--- src/rtl/conv_sequencer_pkg.sv ---
// Shared types and widths for the convolution sequencer and its index counter.
package conv_sequencer_pkg;

   localparam int ACC_W = 24;
   localparam int IDX_W = 4;

   typedef enum logic [1:0] {
      IDLE  = 2'd0,
      ISSUE = 2'd1,
      DRAIN = 2'd2,
      DONE  = 2'd3
   } state_t;

endpackage

--- src/rtl/matrix_index_counter.sv ---
// Nested x/y window counter (y inner, x outer) with clear, enable and last-index flag.
// Registered indices; last_o decodes the current registered position.
module matrix_index_counter
   import conv_sequencer_pkg::*;
#(
   parameter logic [IDX_W-1:0] SIZE = 4'd3
)(
   input  logic             clk,
   input  logic             rst,
   input  logic             clr_i,
   input  logic             en_i,
   output logic [IDX_W-1:0] x_o,
   output logic [IDX_W-1:0] y_o,
   output logic             last_o
);

   localparam logic [IDX_W-1:0] MAX = SIZE - 4'd1;

   logic [IDX_W-1:0] x_q, x_d;
   logic [IDX_W-1:0] y_q, y_d;

   always_comb begin
      x_d = x_q;
      y_d = y_q;
      if (clr_i) begin
         x_d = '0;
         y_d = '0;
      end else if (en_i) begin
         if (y_q == MAX) begin
            y_d = '0;
            x_d = x_q + 4'd1;
         end else begin
            y_d = y_q + 4'd1;
         end
      end
   end

   always_ff @(posedge clk) begin
      if (rst) begin
         x_q <= '0;
         y_q <= '0;
      end else begin
         x_q <= x_d;
         y_q <= y_d;
      end
   end

   assign x_o    = x_q;
   assign y_o    = y_q;
   assign last_o = (x_q == MAX) && (y_q == MAX);

endmodule

--- src/rtl/conv_sequencer.sv ---
// Walks a SIZE x SIZE window issuing read strobes and accumulates kernel*pixel products.
// Result valid SIZE*SIZE+2 cycles after start; held until result_ready, no timeout.
module conv_sequencer
   import conv_sequencer_pkg::*;
#(
   parameter logic [IDX_W-1:0] SIZE = 4'd3
)(
   input  logic             clk,
   input  logic             rst,
   input  logic             start,
   output logic             busy,
   output logic [IDX_W-1:0] cur_x,
   output logic [IDX_W-1:0] cur_y,
   output logic             en_strobe,
   input  logic [7:0]       kernel_v,
   input  logic [7:0]       pixel_v,
   output logic [ACC_W-1:0] result,
   output logic             result_valid,
   input  logic             result_ready
);

   state_t           state_q;
   logic             busy_q;
   logic             en_strobe_q;
   logic             pend_q;
   logic             result_valid_q;
   logic [ACC_W-1:0] acc_q, acc_d;
   logic [ACC_W-1:0] result_q;
   logic [15:0]      prod;
   logic             idx_clr;
   logic             idx_en;
   logic             idx_last;

   // Counter holds on the last index so cur_x/cur_y keep their final value after ISSUE.
   assign idx_clr = (state_q == IDLE) && start;
   assign idx_en  = (state_q == ISSUE) && !idx_last;

   matrix_index_counter #(.SIZE(SIZE)) u_idx (
      .clk    (clk),
      .rst    (rst),
      .clr_i  (idx_clr),
      .en_i   (idx_en),
      .x_o    (cur_x),
      .y_o    (cur_y),
      .last_o (idx_last)
   );

   // Read data arrives the cycle after each strobe, tracked by pend_q.
   assign prod  = kernel_v * pixel_v;
   assign acc_d = acc_q + (pend_q ? ACC_W'(prod) : '0);

   always_ff @(posedge clk) begin
      if (rst) begin
         state_q        <= IDLE;
         busy_q         <= 1'b0;
         en_strobe_q    <= 1'b0;
         pend_q         <= 1'b0;
         acc_q          <= '0;
         result_q       <= '0;
         result_valid_q <= 1'b0;
      end else begin
         pend_q <= en_strobe_q;
         acc_q  <= acc_d;
         case (state_q)
            IDLE: begin
               if (start) begin
                  state_q     <= ISSUE;
                  busy_q      <= 1'b1;
                  en_strobe_q <= 1'b1;
                  acc_q       <= '0;
               end
            end
            ISSUE: begin
               if (idx_last) begin
                  state_q     <= DRAIN;
                  en_strobe_q <= 1'b0;
               end
            end
            DRAIN: begin
               state_q        <= DONE;
               result_q       <= acc_d;
               result_valid_q <= 1'b1;
            end
            DONE: begin
               if (result_ready) begin
                  state_q        <= IDLE;
                  busy_q         <= 1'b0;
                  result_valid_q <= 1'b0;
               end
            end
            default: state_q <= IDLE;
         endcase
      end
   end

   assign busy         = busy_q;
   assign en_strobe    = en_strobe_q;
   assign result       = result_q;
   assign result_valid = result_valid_q;

endmodule

--- config.mk ---
export PLATFORM = sky130hd
export DESIGN_NAME = conv_sequencer
export DESIGN_NICKNAME = d
export VERILOG_FILES = /design/src/rtl/conv_sequencer_pkg.sv /design/src/rtl/matrix_index_counter.sv /design/src/rtl/conv_sequencer.sv
export SDC_FILE = /design/constraint.sdc
export NUM_CORES = 1
export LEC_CHECK = 0
export ABC_AREA = 1
export CAP_MARGIN = 0
export CORE_MARGIN = 3
export CORE_UTILIZATION = 54
export CTS_CLUSTER_DIAMETER = 60
export DETAILED_ROUTE_END_ITERATION = 6
export HOLD_SLACK_MARGIN = 0.1
export PLACE_DENSITY = 0.9
export SYNTH_ARGS = -nofsm -noshare
export SYNTH_HDL_FRONTEND = slang
export SYNTH_SLANG_ARGS = --single-unit
--- constraint.sdc ---
create_clock -name clk -period 5.4 [get_ports clk]
set_clock_uncertainty 0.1 [all_clocks]
set_input_delay 0.81 -clock clk [delete_from_list [all_inputs] [get_ports clk]]
set_output_delay 0.81 -clock clk [all_outputs]
set_load 0.02 [all_outputs]
# Yosys cells after proc, flatten, opt, wreduce, memory -nomap -nowiden
# Index checks and enable logic that the tools add are counted.
# word_totals
regBits	62
input_bits	20
output_inout_bits	35
elab_cells	49
# op_classes
n_addsub	3
mul	1
eq_ne	8
mux	14
reduce_logical	14
# op_table
cell	count
two-way mux 24 bit	2
adder 24 x 16 -> 24 bit	1
multiplier 8 x 8 -> 16 bit	1
two-way mux 16 bit	1
AND reduction 3 bit	3
adder 4 x 1 -> 4 bit (second input constant)	2
equality test 4 x 2 -> 1 bit (second input constant)	2
case mux 2 bit (4 select lines)	1
two-way mux 2 bit	3
inequality test 2 bit (second input constant)	3
case mux 1 bit (2 select lines)	3
nonzero test 2 bit	3
equality test 2 bit (second input constant)	2
two-way mux 4 bit	1
AND reduction 2 bit	2
logical AND 1 bit	3
two-way mux 1 bit	3
equality test 2 x 1 -> 1 bit (second input constant)	1
zero test 2 bit	1
OR reduction 2 bit	1
zero test 1 bit	1

# Logic depth before layout (Yosys ltp)
# logic_depth
word_depth	5
ltp_mapped	31

# By module
# From an unflattened synthesis, not the netlist that was laid out.
# hier_totals
cells_unflattened	944
hier_area_um2	6115.9
# modules_own_cells
mod	instances	cells_per_inst	area_each_um2	seq_area_each_um2
conv_sequencer	1	885	5685.5	1081.0
matrix_index_counter	1	59	430.4	160.2

# Worst setup path before layout
# No wires, ideal clock.
# synth_timing
kind	input to register
start	in kernel_v[0]
end	reg result_q[20] (netlist: result[20])
t_arrival_ps	5392
t_required_ps	5191
setup_slack_ps	-201
stages	27
cell_sequence	clkbuf_1 -> nand2_1 -> fa_1 -> fa_1 -> inv_1 -> fa_1 -> inv_1 -> fa_1 -> inv_1 -> ha_1 -> a21oi_1 -> o21ai_0 -> a21oi_1 -> xor2_1 -> nor2_1 -> ha_1 -> nand2_1 -> inv_1 -> nand2_1 -> nor3_1 -> nand2_1 -> nand2_1 -> nand2_1 -> nand2_1 -> nand3_1 -> nand2_1 -> inv_1
# synth_between
elab_chain_len	3
# synth_lines
item	line	text
start, declared	conv_sequencer.sv:15	input logic [7:0] kernel_v,
multiplier 8 x 8 -> 16 bit	conv_sequencer.sv:49	assign prod = kernel_v * pixel_v;
two-way mux 16 bit	conv_sequencer.sv:50	assign acc_d = acc_q + (pend_q ? ACC_W'(prod) : '0);
adder 24 x 16 -> 24 bit	conv_sequencer.sv:50	
end signal, assigned	conv_sequencer.sv:59	result_q <= '0;
end signal, assigned	conv_sequencer.sv:81	result_q <= acc_d;
end, declared	conv_sequencer.sv:28	logic [ACC_W-1:0] result_q;
# Every way passes these cells.
# A chain may end at the register's enable or synchronous reset.

# Final worst setup path
# layout_timing
start	in pixel_v[0]
end	reg result_q[22] (netlist: result[22])
# layout_between
elab_chain_len	3
# layout_lines
item	line	text
start, declared	conv_sequencer.sv:16	input logic [7:0] pixel_v,
multiplier 8 x 8 -> 16 bit	conv_sequencer.sv:49	
two-way mux 16 bit	conv_sequencer.sv:50	
adder 24 x 16 -> 24 bit	conv_sequencer.sv:50	
# Every way passes these cells.

==> summary.log <==
INFO  power          report.power.total=3.17mW
INFO  setup_path     cp_class=in -> reg
INFO  sta            final-hold-violation-count=0
INFO  detailed_routing routed.top_layer=met4
INFO  synth          syn_area=5940um2
INFO  sta            tightestPinTransition=0.905ns
INFO  place          port_buffers=54
INFO  cells_and_area area_of_the_multi_input_gates=4440um2
INFO  setup_path     cp_num_buf_inv=7
INFO  floorplan      die-area=12,300um2
INFO  setup_path     crit_path_end_kind=flop
INFO  cells_and_area most-common-layout-cells=sky130_fd_sc_hd__inv_1 (199), sky130_fd_sc_hd__nand2_1 (198), sky130_fd_sc_hd__buf_4 (76)
INFO  setup_path     timing.critical_path.slowest_cell_delay=0.58ns
INFO  detailed_routing routed_wirelength=18,100um
INFO  detailed_routing met1_length=6920um
INFO  cts            clock_tree_from_tritoncts=yes
INFO  synth          synth_async_sr_flop_share=0%
INFO  detailed_routing drtAntennaViolNets=0
INFO  global_route   grt_pass1_vias=5,957
INFO  global_route   grt_start_max_net_pins=36
INFO  synth          synthesis.nets=1,033
INFO  floorplan      boundaryPins=55
INFO  detailed_routing drc=0
INFO  setup_path     critical_path.max_fanout=4
INFO  power          power.static_leakage=4.44nW
INFO  synth          synth.yosys.warnings=0
INFO  sta            final_max_slew_viol_count=0
INFO  detailed_routing detail_route.wl_per_cell=15.4um
INFO  detailed_routing drt_pre_antenna_iters=7
INFO  sta            final.min_clock_period=5.45ns
INFO  synth          ys.flop_type=sky130_fd_sc_hd__dfxtp_1
INFO  cts            clock-sinks=62
INFO  cts            htree_levels=3
INFO  cts            worst_skew_pair.late_latency=0.35ns
INFO  place          detailed_place_hpwl=11,400um
INFO  global_route   antenna_found_initial=0
INFO  cells_and_area num-nets-final=1,149
INFO  floorplan      num_rows=37
INFO  global_route   globalRouteOverflowTotal=0
INFO  detailed_routing dr_vias_cell=5.44
INFO  power          ir_drop=0.000321V
INFO  outcome        outcome=finished with violations
INFO  cells_and_area areaGrowthSynthToFinish=35.5%
INFO  cells_and_area layout_commonest_cell=sky130_fd_sc_hd__inv_1
INFO  setup_path     worst-endpoint-required=5.55ns
INFO  sta            post-route-worst-setup-slack=-0.0517ns
INFO  synth          synth-seq-area-share=20.9%
INFO  floorplan      floorplan.initialDensity=56.5%
INFO  cts            clock_tree.root_cell=sky130_fd_sc_hd__clkbuf_8
INFO  sta            layout_worst_path_cycle_share=101%
INFO  synth          syn-instance-count=918
INFO  cts            cts_hold_buffers_added=0
INFO  cells_and_area drive_above_1_share=24.8%
INFO  cts            cts_buffers=9
INFO  sta            final-setup-viol-count=5
INFO  cells_and_area diodes=0
INFO  cells_and_area sequential_cell_area=1240um2
INFO  floorplan      chipWidth=111um
INFO  setup_path     cp.arrival=5.60ns
INFO  flow_run       timing.max_cap.violations=0
INFO  setup_path     critPathTopFamily=adder cells
INFO  cts            clk_pin_slew=0.07ns
INFO  synth          synth_enable_flop_cells=0
INFO  detailed_routing routed-wl-met2=9190um
INFO  outcome        violated_checks=negative setup slack
INFO  place          routabilityCongestion=0.951
INFO  cells_and_area layout.filler_cells=643
INFO  global_route   groute.usage.overall=24.2%
INFO  detailed_routing wl_met3=1050um
INFO  floorplan      die_y=111um
INFO  detailed_routing detailedRoute.firstIterationViolations=583
INFO  sta            hold_ws=0.395ns
INFO  sta            max-slew-margin-rel=39.5%
INFO  setup_path     critical_path.startpoint_type=input port
INFO  setup_path     cell_type_with_the_highest_occurrence_count_on_the_critical_path=sky130_fd_sc_hd__nand2_1
INFO  synth          syn_area_per_cell=6.47um2
INFO  detailed_routing num_vias=6,384
INFO  hold_path      hp-class=reg -> reg
INFO  setup_path     slowest_stage=sky130_fd_sc_hd__fa_1
INFO  power          power_density=394nW/um2
INFO  sta            max_fclk=183MHz
INFO  synth          synth.lib_cells_used.distinct=31
INFO  global_route   grt_first_pass_wirelength=25,300um
INFO  sta            rsz0062_at_grt=yes
INFO  floorplan      core-area=10,500um2
INFO  synth          synth_seq_cells=62
INFO  cts            clock_tree.buffer_depth=2
==> path summary, 6_finish.rpt <==
kind / slack, ns / to / from / depth (start not counted)
min: 0.39 / busy$_SDFFE_PP0P_ / busy$_SDFFE_PP0P_ / 2
max: -0.05 / result[22]$_SDFFE_PP0P_ / pixel_v[0] / 26
max reg2reg: 2.47 / acc_q[12]$_SDFF_PP0_ / pend_q$_SDFF_PP0_ / 13
min reg2reg: 0.39 / busy$_SDFFE_PP0P_ / busy$_SDFFE_PP0P_ / 2
==> cells by family after synthesis <==
logic type / after synthesis / synth area share [%]
AOI/OAI and AO/OA: 90 / 8.51
xor gates and xnor gates: 13 / 1.92
adders and majority gates: 95 / 24.7
buffers and inverters: 251 / 16.1
DFF: 62 / 20.9
and+or+nand+nor: 407 / 27.9
==> synth_stat cells (all sizes together), types with 9 or more instances <==
master,instances,share of area [%]
inv,223,14
ha,58,12
dfxtp,62,21
o21ai,19,1.6
clkbuf,21,1.3
a21oi,48,4.0
xor2,9,1.3
fa,37,12
nor3,9,0.76
nand3,54,4.6
nand2,245,16
nor2,90,6.0
==> area by class of cell <==
| type | count | area share, % |
|---|---|---|
| inverters | 224 | 10.5 |
| clock buffers | 9 | 1.54 |
| clock inverters | 6 | 1.09 |
| multi-input cells | 605 | 55.1 |
| repair buffers | 132 | 14.2 |
| flip-flops and latches | 62 | 15.4 |
| well taps | 136 | 2.11 |
==> per-layer routing <==
metal  vias up  global-route usage (%)
met5         -                       0
met3       100                    2.46
met2       299                    43.4
li1       2994                       -
met1      2991                    29.1
met4         0                    10.8
==> worst reg2reg max path, cell delays in order (launching register included) <==
cell                      delay (ns)
sky130_fd_sc_hd__dfxtp_1        0.59
sky130_fd_sc_hd__inv_1          0.25
sky130_fd_sc_hd__nor2_1         0.22
sky130_fd_sc_hd__ha_1           0.25
sky130_fd_sc_hd__fa_1           0.32
sky130_fd_sc_hd__nand3_1        0.13
sky130_fd_sc_hd__nand3_1        0.16
sky130_fd_sc_hd__nand2_1        0.10
sky130_fd_sc_hd__nand2_2        0.14
sky130_fd_sc_hd__nand2_1        0.13
sky130_fd_sc_hd__nand3_1        0.09
sky130_fd_sc_hd__nand2_1        0.10
sky130_fd_sc_hd__buf_4          0.16
sky130_fd_sc_hd__a21oi_1        0.11
==> metrics by stage <==
| step | utilization (%) | setup slack, ns | cell area (um2) | TNS, ns | cells |
|---|---|---|---|---|---|
| global route | 76.6 | -0.226 | 8050 | -4.27 | 1174 |
| CTS | 69.6 | 0.0220 | 7320 | 0 | 1164 |
| floorplan | - | -0.0178 | 6020 | -0.0178 | 918 |
| finish | 76.6 | -0.0517 | 8050 | -0.163 | 1174 |
| global placement | 67.2 | -0.794 | 7070 | -22.29 | 1145 |
| detailed placement | 67.2 | -0.892 | 7070 | -25.53 | 1145 |
==> registers in the layout, summed over array words and instances, names as in the netlist <==
name,count
state_q,2
result_valid,1
result,24
en_strobe,1
u_idx.x_o,4
busy,1
u_idx.y_o,4
acc_q,24
pend_q,1
==> timing repair <==
action	CTS	global route
pin swaps	26	98
gates resized for setup	75	190
buffers inserted	4	10
endpoints found under the setup margin	35	34
==> power breakdown <==
| part | total [mW] | switching, mW | internal, mW |
|---|---|---|---|
| Sequential | 0.628 | 0.0703 | 0.558 |
| Combinational | 2.09 | 1.15 | 0.935 |
| Clock | 0.454 | 0.197 | 0.257 |
No activity file was read; power rests on OpenSTA's default activity.
==> variant 1, RTL diff (same flow settings) <==
Change the package constant `IDX_W` from 4 to 6.
--- a/src/rtl/conv_sequencer_pkg.sv
+++ b/src/rtl/conv_sequencer_pkg.sv
@@ -3,5 +3,5 @@
 
    localparam int ACC_W = 24;
-   localparam int IDX_W = 4;
+   localparam int IDX_W = 6;
 
    typedef enum logic [1:0] {
Interface: changed (resized cur_x and cur_y); port bits go from 55 to 59. No check against the original RTL was run, so the function may have changed too.
==> variant 1 against the original RTL <==
Critical path depth up 2. Synthesized area up 6.2%. The flow still finishes with violations (setup timing). Setup slack worse by 0.024 ns. Total power up 2.1%. Largest cell class unchanged. Design area up 6.7%. Sequential cell count up 4. Wire length up 0.14%. Highest routed layer unchanged. Synthesized cell count up 4.1%.
==> variant 1: results (changes against the original RTL) <==
- Area of the multi-input gates: 4810 um2 (+8.4%)
- Via-to-Cell Ratio: 5.42 (-0.39%)
- Ys flop type: dfxtp_1
- Switching fraction of total power: 43.5% (-1.3 points)
- FF-to-FF path depth: 12 (-1)
- R2r endpoint: result[12]
- Placed Instances: 1189 (+3.8%)
- Failing checks: setup timing
- CP Max Fanout: 4 (unchanged)
- WHS: 0.382 ns (-0.0128 ns)
- Largest cells by area after synthesis: dfxtp_1 (21%), nand2_1 (14%), inv_1 (13%)
- Synth Instances: 956 (+4.1%)
- 1st-iter DRT viols: 494 (-15%)
- Clk root buf: clkbuf_16
- WHS Endpoint: u_idx.x_o[5]
- Total CTS buffers: 9 (unchanged)
- H-tree Lvls: 3 (unchanged)
- Hold Startpoint: u_idx.x_o[5]
- Post-synth top cells: nand2_1 (241), inv_1 (221), nor2_1 (86)
- Worst-Skew Late Latency: 0.34 ns
- Peak supply drop: 292 uV (-9.1%)
- Fillers: 713 (+11%)
- Endpoints failing setup: 5 (unchanged)
- Slew @ Worst Pin: 0.956 ns (+0.0514 ns)
- Vias in the first global route: 6287 (+5.5%)
- Hold Path Class: register to register
- CP startpoint: pixel_v[5]
- Initial antenna violation count: 0 (unchanged)
- Routed len/inst: 14.9 um (-3.2%)
- Pre-CTS WS: -0.929 ns (-0.0368 ns)
- Sequential area share after synthesis: 21.0% (+0.059 points)
- Setup WS post-layout: -0.0760 ns (-0.0243 ns)
- Run status: finished, violations left
- Max Buffers Root-to-Sink: 2 (unchanged)
- Drt first pass iters: 6 (-1)
- Nets: 1188 (+3.4%)
- IO buf count: 58 (+7.4%)
- Vias post-DR: 6576 (+3.0%)
- Antenna cells: 0 (unchanged)
- Crit path DAT: 5.61 ns (about the same)
- R2R setup slack: 2.75 ns (+0.28 ns)
- Pleak: 4.55 nW (+2.5%)
- Worst-path clk slew: 0.05 ns (-0.02 ns)
- Share of layout cells above drive strength 1: 25.7% (+0.94 points)
- Cell variety after synth: 39 (+26%)
- Post-Syn Nets: 1073 (+3.9%)
- GRT Total Usage: 25.7% (+1.5 points)
- Global-route wire length before repair: 27.6 mm (+9.5%)
- Warnings, synthesis: 0 (unchanged)
- FFs w/ async S/R, synth: 0% (unchanged)
- Reg2reg start: pend_q
- Worst Hold Depth: 2 (unchanged)
- Largest net degree at the start of global routing: 42 (+17%)
- Final HPWL DP: 12.3 mm (+8.4%)
- Dpl cell area: 7460 um2 (+5.6%)
- Final Wtd Congestion: 0.972 (+2.2%)
variant 1: through the flow:
stage | TNS [ns] | power, mW
5_1_grt | -3.74 | 3.43
6_report | -0.189 | 3.24
3_5_place_dp | -26.86 | 2.18
2_1_floorplan | 0 | 1.66
4_1_cts | -0.0286 | 2.89
3_3_place_gp | -23.83 | 2.14
variant 1: final cells by class:
type | count | area share, %
well taps | 140 | 2.04
inverters | 226 | 9.91
clock buffers | 12 | 2.99
repair buffers | 130 | 13.2
flip-flops and latches | 66 | 15.4
clock inverters | 2 | 0.437
multi-input cells | 638 | 56.0
variant 1: worst max path at each step:
stage | endpoint | slack, ns | cells past startpoint
after global placement | result[17] | -0.84 | 25
final | result[17] | -0.08 | 28
after CTS | result[19] | -0.02 | 29
after floorplan | result[20] | 0.004 | 27
after global routing | result[23] | -0.27 | 28
after detailed placement | result[17] | -0.93 | 25
variant 1: power groups by stage:
stage	registers, mW	clock network, mW	logic, mW
floorplan	0.746	0	0.915
global placement	0.662	0	1.48
detailed placement	0.663	0	1.52
CTS	0.658	0.586	1.65
global route	0.676	0.605	2.15
finish	0.669	0.589	1.98
variant 1: logic make-up after synthesis:
kind of cell	synth area share [%]
AOI/OAI and AO/OA	8.32
xor gates and xnor gates	1.81
adders and majority gates	23.7
buffers and inverters	15.4
DFF	21.0
and+or+nand+nor	29.9
variant 1: per-layer routing:
layer  share of wire, %  global-route usage (%)  vias up
met4                4.6                    10.5        0
met1                 40                    31.5     3082
met3                5.9                    3.12       77
li1                   -                       -     3128
met2                 50                    45.7      289
met5                  0                       0        -
variant 1: critical path, stage by stage:
cell	delay (ns)
buf_4	0.13
buf_4	0.14
buf_4	0.13
nand2_1	0.05
inv_1	0.04
fa_1	0.48
inv_1	0.06
fa_1	0.53
inv_1	0.05
fa_1	0.36
ha_1	0.32
ha_4	0.30
nand2_1	0.08
nor3_1	0.26
nand3_1	0.19
nand4_1	0.19
o21ai_1	0.10
a21oi_2	0.25
ha_4	0.27
nand2_4	0.10
nor2_4	0.06
buf_4	0.13
a21oi_2	0.18
nand2_1	0.08
nand2_1	0.09
nand3_1	0.08
nand2_1	0.09
inv_1	0.04
variant 1: repair_timing:
item,4_1_cts,5_1_grt
hold buffers,0,0
gates resized for setup,89,175
endpoints found under the setup margin,34,34
setup buffers,5,7
pin swaps,48,76
==> variant 2, RTL diff (same settings) <==
Without the edit above. Encoding of `state_t`: now one-hot (4 bits for 4 states).
--- a/src/rtl/conv_sequencer_pkg.sv
+++ b/src/rtl/conv_sequencer_pkg.sv
@@ -5,9 +5,9 @@
    localparam int IDX_W = 4;
 
-   typedef enum logic [1:0] {
-      IDLE  = 2'd0,
-      ISSUE = 2'd1,
-      DRAIN = 2'd2,
-      DONE  = 2'd3
+   typedef enum logic [3:0] {
+      IDLE  = 4'b0001,
+      ISSUE = 4'b0010,
+      DRAIN = 4'b0100,
+      DONE  = 4'b1000
    } state_t;
 
Function: same outputs for any inputs over 10 cycles, from zero or initial values and one cycle with rst high; not proved beyond that.
==> variant 2 against the original RTL <==
Design area fell by 0.19%. Sequential cell count is 2 higher. Setup slack lost 0.048 ns. Total power down 26%. Cell count increased by 0.94%. The run still ends with setup timing left. Wire length increased by 1.8%. Clock power grew 6.2%. Synthesized area increased by 0.91%.
==> variant 2: results (changes against the original RTL) <==
- H-tree Lvls: 3 (unchanged)
- Antenna cells: 0 (unchanged)
- Routed len/inst: 15.5 um (+0.84%)
- Run status: finished, violations left
- Drt first pass iters: 5 (-2)
- FFs w/ async S/R, synth: 0% (unchanged)
- Vias post-DR: 6466 (+1.3%)
- CP peak stage delay: 0.52 ns (-0.06 ns)
- Endpoints failing setup: 11 (+6)
- Final HPWL DP: 11.5 mm (+1.4%)
- Initial antenna violation count: 0 (unchanged)
- Cell variety after synth: 32 (+3.2%)
- IO buf count: 54 (unchanged)
- Warnings, synthesis: 0 (unchanged)
- Final Wtd Congestion: 0.995 (+4.6%)
- Global-route wire length before repair: 26.7 mm (+5.6%)
- Worst-Skew Late Latency: 0.35 ns (about the same)
- Dpl cell area: 7140 um2 (+1.1%)
- Max Buffers Root-to-Sink: 2 (unchanged)
- 1st-iter DRT viols: 525 (-9.9%)
- Total CTS buffers: 9 (unchanged)
- Placed Instances: 1155 (+0.87%)
- Post-synthesis adder-cell area fraction: 23.6% (-1.1 points)
- Clk root buf: clkbuf_8
- Setup WS post-layout: -0.0994 ns (-0.0477 ns)
- Mux contribution to synthesized area: 0% (unchanged)
- Failing checks: setup timing
- Synth Area in Compound Gates: 8.39% (-0.12 points)
- PD cells: 293 nW/um2 (-26%)
- Mapped Avg Cell Area: 6.44 um2 (-0.40%)
- Pre-CTS WS: -0.975 ns (-0.0834 ns)
- Ys flop type: dfxtp_1
- Worst Hold Depth: 2 (unchanged)
- R2R setup slack: 2.35 ns (-0.12 ns)
- GRT Total Usage: 25.3% (+1.1 points)
- DRC: 0 (unchanged)
- Hold Path Class: register to register
- Share of layout cells above drive strength 1: 24.8% (+0.026 points)
- Slowest CP cell: fa_1
- FF-to-FF path depth: 12 (-1)
- Via-to-Cell Ratio: 5.46 (+0.34%)
- Slew @ Worst Pin: 1.18 ns (+0.279 ns)
- Post-synthesis xor/xnor area fraction: 1.90% (-0.017 points)
- Largest cells by area after synthesis: dfxtp_1 (21%), nand2_1 (15%), inv_1 (14%)
- Fillers: 689 (+7.2%)
- Sequential area share after synthesis: 21.4% (+0.48 points)
- Post-synth top cells: nand2_1 (244), inv_1 (222), nor2_1 (83)
- Worst-path clk slew: 0.08 ns
- Peak supply drop: 202 uV (-37%)
- Post-Syn Nets: 1041 (+0.77%)
- CP Max Fanout: 5 (+1)
- Largest net degree at the start of global routing: 48 (+33%)
- Pleak: 4.28 nW (-3.7%)
- CP delay by family, top: adder cells
- Crit path DAT: 5.66 ns (+0.06 ns)
- Vias in the first global route: 6059 (+1.7%)
## variant 2: cell type report
cell class              count  share of cell area [%]
well taps                 136                    2.12
clock inverters             6                    1.12
repair buffers            131                    14.2
inverters                 227                    10.6
clock buffers              10                    1.71
flip-flops and latches     64                    15.9
multi-input cells         611                    54.3
## variant 2: cells by family after synthesis
family                     after synthesis
AOI/OAI and AO/OA                       91
xor gates and xnor gates                13
adders and majority gates               91
buffers and inverters                  255
DFF                                     64
and+or+nand+nor                        416
## variant 2: repair_timing
action                     4_1_cts  5_1_grt
resized for setup               86      168
pin swaps                       21       83
setup buffers                    4       10
setup endpoints to repair       34       34
## variant 2: per-layer routing
layer | part of all wire, % | vias to the layer above | track usage [%] | routed length [um]
met5 | 0 | - | 0 | 0
met4 | 5.3 | 0 | 9.89 | 975
met3 | 6.3 | 93 | 3.80 | 1170
met2 | 50 | 336 | 44.7 | 9210
met1 | 38 | 2988 | 31.1 | 7070
li1 | - | 3049 | - | -
## variant 2: metrics by stage
step,hold WS [ns],TNS [ns]
finish,0.377,-0.395
global route,0.391,-4.77
CTS,0.376,-0.0249
detailed placement,0.349,-28.24
global placement,0.331,-24.37
floorplan,0.374,0
## variant 2: path summary, 6_finish.rpt
check                  start    endpoint
setup reg to reg      pend_q    acc_q[8]
hold / removal          busy        busy
setup / recovery  pixel_v[7]  result[16]
hold reg to reg         busy        busy
## variant 2: power breakdown
part,switching (mW),internal [mW]
registers,0.0138,0.488
clock network,0.208,0.274
logic,0.772,0.598
## variant 2: tightest hold or removal path, stage by stage, from the launching register on
cell and delay (ns):
dfxtp_1 0.32, nand2_1 0.06, o21ai_1 0.06
